==> config.mk <==
export PLATFORM = sky130hd
export DESIGN_NAME = fb_fill_engine
export DESIGN_NICKNAME = d
export VERILOG_FILES = /design/src/rtl/fb_fill_engine.sv
export SDC_FILE = /design/constraint.sdc
export NUM_CORES = 1
export LEC_CHECK = 0
export CAP_MARGIN = 30
export CORE_UTILIZATION = 29
export CTS_BUF_LIST = sky130_fd_sc_hd__clkbuf_2
export DETAILED_ROUTE_END_ITERATION = 10
export GPL_TIMING_DRIVEN = 0
export HOLD_SLACK_MARGIN = 0.05
export SLEW_MARGIN = 20
export SYNTH_ARGS = -nofsm -noshare
export SYNTH_HDL_FRONTEND = slang
export SYNTH_SLANG_ARGS = --single-unit
==> constraint.sdc <==
create_clock -name clock -period 5.7 [get_ports clock]
set_clock_uncertainty 0.05 [all_clocks]
set_input_delay 0.57 -clock clock [delete_from_list [all_inputs] [get_ports clock]]
set_output_delay 0.57 -clock clock [all_outputs]
set_load 0.1 [all_outputs]
==> src/rtl/fb_fill_engine.sv <==
// fb_fill_engine: rectangle-fill writer for frame buffer port B.
//
// Takes a rectangle (rect_x, rect_y, rect_w, rect_h) and a 12-bit colour,
// clips it to the FB_WIDTH x FB_HEIGHT screen and writes one pixel per clock,
// row-major, into the frame buffer. Reports busy/done/clipped to the host.
//
// Ports:
//   clock, nreset            core clock, asynchronous active-low reset
//   start                    one-cycle request, sampled only when idle
//   rect_x/rect_y            top-left corner
//   rect_w/rect_h            size in pixels / rows
//   color                    fill value
//   abort                    cancel request (only used with FB_FILL_ABORT_EN)
//   busy, done, clipped      status (all registered)
//   fb_wen, fb_addr, fb_din  frame buffer write port (all registered)
//
// Optional feature: define FB_FILL_ABORT_EN to honour abort in SETUP/FILL.
//
// Outputs are registered from the state the FSM is in, so every output
// shows the action of the previous cycle's state: the first write appears
// two cycles after start is accepted and done follows the last write.
module fb_fill_engine #(
  parameter int FB_WIDTH  = 160,
  parameter int FB_HEIGHT = 120,
  parameter int X_W       = 8,
  parameter int Y_W       = 7,
  parameter int ADDR_W    = 15,
  parameter int PIX_W     = 12
) (
  input  logic              clock,
  input  logic              nreset,
  input  logic              start,
  input  logic [X_W-1:0]    rect_x,
  input  logic [Y_W-1:0]    rect_y,
  input  logic [X_W-1:0]    rect_w,
  input  logic [Y_W-1:0]    rect_h,
  input  logic [PIX_W-1:0]  color,
  input  logic              abort,
  output logic              busy,
  output logic              done,
  output logic              clipped,
  output logic              fb_wen,
  output logic [ADDR_W-1:0] fb_addr,
  output logic [PIX_W-1:0]  fb_din
);

  typedef enum logic [1:0] {
    IDLE   = 2'd0,
    SETUP  = 2'd1,
    FILL   = 2'd2,
    FINISH = 2'd3
  } state_t;

  localparam logic [X_W:0]        FBW_L    = (X_W+1)'(FB_WIDTH);
  localparam logic [Y_W:0]        FBH_L    = (Y_W+1)'(FB_HEIGHT);
  localparam logic [ADDR_W-1:0]   ROW_STEP = ADDR_W'(FB_WIDTH);

  state_t              state_r, state_nx;
  logic [X_W-1:0]      x_r, x_nx, w_r, w_nx, col_r, col_nx;
  logic [Y_W-1:0]      y_r, y_nx, h_r, h_nx, row_r, row_nx;
  logic [PIX_W-1:0]    color_r, color_nx;
  logic [X_W:0]        ew_r, ew_nx;
  logic [Y_W:0]        eh_r, eh_nx;
  logic [ADDR_W-1:0]   row_base_r, row_base_nx;
  logic                busy_r, busy_nx, done_r, done_nx, clipped_r, clipped_nx;
  logic                fb_wen_r, fb_wen_nx;
  logic [ADDR_W-1:0]   fb_addr_r, fb_addr_nx;
  logic [PIX_W-1:0]    fb_din_r, fb_din_nx;

  // Clipping arithmetic on the latched request (one bit wider so room never
  // overflows; only meaningful when the corner is on screen).
  logic                x_ok_s, y_ok_s, reject_s, clip_s, abort_s;
  logic [X_W:0]        room_x_s, ew_s;
  logic [Y_W:0]        room_y_s, eh_s;
  logic [ADDR_W-1:0]   row_base_s;

`ifdef FB_FILL_ABORT_EN
  assign abort_s = abort;
`else
  logic unused_abort_s;
  assign unused_abort_s = abort;
  assign abort_s        = 1'b0;
`endif

  assign x_ok_s     = ({1'b0, x_r} < FBW_L);
  assign y_ok_s     = ({1'b0, y_r} < FBH_L);
  assign room_x_s   = FBW_L - {1'b0, x_r};
  assign room_y_s   = FBH_L - {1'b0, y_r};
  assign ew_s       = ({1'b0, w_r} < room_x_s) ? {1'b0, w_r} : room_x_s;
  assign eh_s       = ({1'b0, h_r} < room_y_s) ? {1'b0, h_r} : room_y_s;
  assign row_base_s = ADDR_W'(y_r) * ROW_STEP + ADDR_W'(x_r);
  assign reject_s   = !x_ok_s || !y_ok_s || (w_r == X_W'(0)) || (h_r == Y_W'(0));
  // Off-screen corners count as clipped even with a zero size.
  assign clip_s     = !x_ok_s || !y_ok_s || (ew_s < {1'b0, w_r}) || (eh_s < {1'b0, h_r});

  // Next-state and next-output logic.
  always_comb begin
    state_nx    = state_r;
    x_nx        = x_r;
    y_nx        = y_r;
    w_nx        = w_r;
    h_nx        = h_r;
    color_nx    = color_r;
    ew_nx       = ew_r;
    eh_nx       = eh_r;
    col_nx      = col_r;
    row_nx      = row_r;
    row_base_nx = row_base_r;
    busy_nx     = busy_r;
    done_nx     = 1'b0;
    clipped_nx  = clipped_r;
    fb_wen_nx   = 1'b0;
    fb_addr_nx  = fb_addr_r;
    fb_din_nx   = fb_din_r;
    case (state_r)
      IDLE: begin
        if (start) begin
          x_nx       = rect_x;
          y_nx       = rect_y;
          w_nx       = rect_w;
          h_nx       = rect_h;
          color_nx   = color;
          clipped_nx = 1'b0;
          busy_nx    = 1'b1;
          state_nx   = SETUP;
        end else begin
          state_nx = IDLE;
        end
      end
      SETUP: begin
        ew_nx       = ew_s;
        eh_nx       = eh_s;
        row_base_nx = row_base_s;
        col_nx      = X_W'(0);
        row_nx      = Y_W'(0);
        clipped_nx  = clip_s;
        if (abort_s || reject_s) begin
          state_nx = FINISH;
        end else begin
          state_nx = FILL;
        end
      end
      FILL: begin
        if (abort_s) begin
          state_nx = FINISH;
        end else begin
          fb_wen_nx  = 1'b1;
          fb_addr_nx = row_base_r + ADDR_W'(col_r);
          fb_din_nx  = color_r;
          if ({1'b0, col_r} == ew_r - (X_W+1)'(1)) begin
            col_nx      = X_W'(0);
            row_nx      = row_r + Y_W'(1);
            row_base_nx = row_base_r + ROW_STEP;
            if ({1'b0, row_r} == eh_r - (Y_W+1)'(1)) begin
              state_nx = FINISH;
            end else begin
              state_nx = FILL;
            end
          end else begin
            col_nx = col_r + X_W'(1);
          end
        end
      end
      FINISH: begin
        done_nx  = 1'b1;
        busy_nx  = 1'b0;
        state_nx = IDLE;
      end
      default: begin
        busy_nx  = 1'b0;
        state_nx = IDLE;
      end
    endcase
  end

  // State, datapath and output registers.
  always_ff @(posedge clock or negedge nreset) begin
    if (!nreset) begin
      state_r    <= IDLE;
      x_r        <= '0;
      y_r        <= '0;
      w_r        <= '0;
      h_r        <= '0;
      color_r    <= '0;
      ew_r       <= '0;
      eh_r       <= '0;
      col_r      <= '0;
      row_r      <= '0;
      row_base_r <= '0;
      busy_r     <= 1'b0;
      done_r     <= 1'b0;
      clipped_r  <= 1'b0;
      fb_wen_r   <= 1'b0;
      fb_addr_r  <= '0;
      fb_din_r   <= '0;
    end else begin
      state_r    <= state_nx;
      x_r        <= x_nx;
      y_r        <= y_nx;
      w_r        <= w_nx;
      h_r        <= h_nx;
      color_r    <= color_nx;
      ew_r       <= ew_nx;
      eh_r       <= eh_nx;
      col_r      <= col_nx;
      row_r      <= row_nx;
      row_base_r <= row_base_nx;
      busy_r     <= busy_nx;
      done_r     <= done_nx;
      clipped_r  <= clipped_nx;
      fb_wen_r   <= fb_wen_nx;
      fb_addr_r  <= fb_addr_nx;
      fb_din_r   <= fb_din_nx;
    end
  end

  assign busy    = busy_r;
  assign done    = done_r;
  assign clipped = clipped_r;
  assign fb_wen  = fb_wen_r;
  assign fb_addr = fb_addr_r;
  assign fb_din  = fb_din_r;

endmodule

### Yosys cells after proc, flatten, opt, wreduce, memory -nomap -nowiden

Index checks and enable logic that the tools add are counted.

* flip-flop bits (word level): 122
* bits in latches: 0
* bits in writable memories: 0
* memory bits (read-only): 0
* input port bits: 46
* output and inout port bits: 31
* memories kept: 0

* $add $sub $neg: 9
* $mul: 1
* div/mod/pow operators: 0
* order comparisons: 6
* equal/unequal tests: 7
* shift-type cells: 0
* multiplexer cells: 19
* bitwise gates (word level): 0
* reduce and logical (&&, ||, !) cells: 17

Operator list (number)
* $add A15 B8 Y15: 2
* $pmux W15 S2: 1
* $mux W8: 2
* $pmux W8 S2: 1
* $add A15 B8 Y15 const B: 1
* $mux W15: 1
* $pmux W7 S2: 1
* $mul A7 B3 Y10 const B: 1
* $eq A8 B9 Y1: 1
* $lt A8 B9 Y1: 1
* $lt A9 B8 Y1: 1
* $mux W9: 1
* $sub A8 B8 Y9 const A: 1
* $sub A9 B1 Y9 const B: 1
* $add A8 B1 Y8 const B: 1
* $eq A7 B8 Y1: 1
* $logic_not A8 Y1: 1
* $lt A7 B8 Y1: 1
* $lt A8 B7 Y1: 1
* $lt A8 B8 Y1 const B: 1
* $pmux W2 S4: 1
* $reduce_and A2 Y1: 4
* $sub A7 B7 Y8 const A: 1
* $sub A8 B1 Y8 const B: 1
* 14 further kinds: 30

### Longest topological paths before layout

* word-level depth: 7
* depth in mapped cells: 20
* mapped depth without buffers: 19

### Worst setup path after synthesis

Ideal clock, no wire load.

* path kind: register -> register
* start: register x_r[3]
* end: register clipped_r, in the netlist clipped
* setup time: 0.082 ns
* data arrival time: 3.544 ns
* data required time: 5.568 ns
* setup slack: 2.024 ns
* stages on the path, launching flop included: 18
* cells stage by stage: dfrtp_1 or4_1 o21ai_0 nand2_1 xor2_1 ha_1 or3_1 o221a_2 clkbuf_1 mux2i_1 ha_1 a21oi_1 nor2b_1 o21ai_0 nand2_1 o2111ai_1 nand3_1 a31oi_1

* word-level cells in the longest chain between the ends: 7
* elaborated cells between the ends (all ways): 10

Ends and longest elaborated chain
* from (decl): RTL line 59 `logic [X_W-1:0] x_r, x_nx, w_r, w_nx, col_r, col_nx;`
* from (signal assigned): RTL line 198 `x_r <= x_nx;`
* $sub A8 B8 Y9: RTL line 87 `assign room_x_s = FBW_L - {1'b0, x_r};`
* $lt A8 B9 Y1: RTL line 89 `assign ew_s = ({1'b0, w_r} < room_x_s) ? {1'b0, w_r} : room_x_s;`
* $mux W9: RTL line 89
* named net ew_s[2]: RTL line 73 `logic [X_W:0] room_x_s, ew_s;`
* $lt A9 B8 Y1: RTL line 94 `assign clip_s = !x_ok_s || !y_ok_s || (ew_s < {1'b0, w_r}) || (eh_s < {1'b0, h_r});`
* $logic_or A1 B1 Y1 (2 in series): RTL line 94
* $pmux W1 S2: RTL line 115 `case (state_r)`
* to (signal assigned): RTL line 210 `clipped_r <= clipped_nx;`
* to (decl): RTL line 65 `logic busy_r, busy_nx, done_r, done_nx, clipped_r, clipped_nx;`

The timed path passes the listed nets, and every way through them passes these cells.
A chain may end at the register's enable or synchronous reset.

### Worst setup path in the final report

Ends and elaborated chain as after synthesis.

==> flow_summary.ini <==
[outcome]
status = complete, no violations

[detailed_routing]
wl_mm = 17.85
viasPerCell = 4.844
dr.pass1.iters = 5
via_count = 5711
wl_per_cell_um = 15.14
drtAntennaViolNets = 0
drc = 0
drt-initial-drc-count = 303

[cells_and_area]
fin_area_sq_um = 8964
fin_cells = 1179
final_common_cell = dfrtp_1
final_cell_mix = 122 x dfrtp_1, 74 x clkdlybuf4s50_1, 69 x mux2_2
seq_area_sq_um = 3053
syn_to_final_growth_pct = 18.67
nets = 943
drive_above_1_share_pct = 14.39
multi_input_area_sq_um = 4164
fillers = 2614

[global_routing]
antenna_found_initial = 1
grt_pass1_vias = 5650
grt_usage_pct = 14.22
grt_pass1_wl_mm = 29.64
overflow = 0
grt_max_degree = 87

[worst_hold_path]
hold_class = input port to async pin

[worst_setup_path]
crit_arrival_ps = 4920
reg2reg_from = x_r[3]
crit_fanout = 10
r2r_slack_ps = 1330
worstSetupStartpointType = register
endpoint_kind = register
required_ps = 6250
r2r_end = clipped
worstRegToRegCells = 18
crit_type = register to register

[clock_tree]
cts_buffers = 17
clockBufferDepth = 2
clk_latency_ps = 700
postCtsSetupBuffers = 0
cts_resized = 0
htree_levels = 4
clk_pin_slew_ps = 200
tritoncts = yes
cts_hold_buffers = 1
cts_root_buf = clkbuf_2
cts.sinks = 122

[timing]
fin_tns_setup_ps = 0
max_freq_ghz = 0.2289
hold_viol = 0
rsz0062_at_grt = false
finalMaxSlewViolations = 0
period_share_pct = 76.63
finalWorstSetupSlack_ps = 1332
fin_crit_ps = 4368
max_slew_margin_pct = 32.92
setup_viol = 0
worst_slew_pin_slew_ps = 1003

[place]
numPortBuffers = 75
dp_slack_ps = 1461
place_hpwl_mm = 13.51
globalplace.congestion = 0.8348
dpl-instance-area_sq_um = 8750
dp.cells = 1145

[yosys]
syn_area_per_cell_sq_um = 10.22
yosys_warnings = 0
syn_inst = 739
synth_area_sq_um = 7553
ys_seq_area_share_pct = 40.42
ys_types = 64
synth_enable_flop_cells = 0
syn_nets = 846
synth_top_cell_by_area = dfrtp_1
synthFlopType = dfrtp_1
synth_top_area_share_pct = 40.42
synth.area.top_cells = dfrtp_1 40%, mux2_2 10%, ha_1 9.6%, xnor2_1 4.5%, nor2_1 2.9%
synth_seq_cells = 122
synthArstFlopShare_pct = 100.0

[flow_run]
maxCapViolCount = 0

[die]
dieWidth_um = 163.4
die_y_um = 163.4
ios = 77
start_util_pct = 29.74
fp.dieArea_sq_um = 26700
placementRows = 58
core_area_sq_um = 25400
[cells by family (layout without fill, tap and decap cells)]
logic type / Yosys count / after routing / synth area share, %
and+or+nand+nor: 191 / 191 / 13.14
AOI/OAI and AO/OA: 136 / 136 / 12.01
DFF: 122 / 122 / 40.42
muxes: 84 / 84 / 12.27
buffers and inverters: 82 / 191 / 4.456
xor gates and xnor gates: 63 / 63 / 7.305
adders and majority gates: 61 / 61 / 10.40
other: 0 / 1 / 0
[routing by layer]
layer,vias up,wire length (um),track usage (%)
met3,11,1091,3.911
li1,2825,-,-
met2,126,7937,22.21
met5,-,0,0
met4,0,150,3.186
met1,2749,8665,19.42
[Yosys cell counts (all sizes together), types with 4 or more instances]
cell type  count
nand2b         5
nor3          12
xor2          24
nand4         14
nand2         33
nor2b         15
a21oi         37
or3            5
ha            58
nor3b          5
o21ai         25
o2111ai        4
clkbuf        18
nand3         19
o22ai          8
nor4           5
and3           7
o21a           4
and2           5
a31o           6
mux2          69
a21o          15
a31oi          5
buf            8
xnor2         39
dfrtp        122
nor2          58
a211oi         7
mux2i         15
inv           56
[worst max-delay path, stage by stage (launching register included)]
cell       delay [ps]
dfrtp_1           520
or4_1             610
nor2_1            140
xnor2_1           120
ha_1              330
and3_1            150
a21oi_1            30
o21ai_0           110
o221a_2           260
clkbuf_1          440
mux2i_1           350
ha_1              300
a21oi_1           140
nor2b_1            60
o21ai_0           160
nand2_1            70
o2111ai_1         110
nand3_1           130
a31oi_1           200
[how the worst max path moves through the flow]
stage | start | end | depth (start not counted)
final | x_r[3] | clipped | 18
after global routing | x_r[3] | clipped | 18
after CTS | x_r[3] | clipped | 18
after detailed placement | x_r[3] | clipped | 18
after global placement | nreset | color_r[6] | 1
after floorplan | x_r[3] | clipped | 17
[sequential cells by signal (all words and copies together), names as in the netlist, 2 cells and up]
register	count
col_r	8
color_r	12
eh_r	8
ew_r	9
fb_addr	15
fb_din	12
h_r	7
row_base_r	15
row_r	7
state_r	2
w_r	8
x_r	8
y_r	7
[cell type report]
cell class	instances	share of cell area, %
diodes	1	0.02792
repair buffers	78	8.906
inverters	56	2.345
multi-input cells	535	46.45
clock inverters	13	1.186
flip-flops and latches	122	34.06
plain buffers	26	1.410
clock buffers	18	1.005
well taps	330	4.606
[metrics by stage]
step | utilization, % | hold WS (ps)
floorplan | - | 224.4
global placement | 34.32 | 421.2
detailed placement | 34.45 | 419.5
CTS | 35.26 | 205.1
global route | 35.29 | 195.1
finish | 35.29 | 258.9
Power is not shown: default switching activity piles up to over one toggle a cycle in this logic, so the estimate is an artifact.
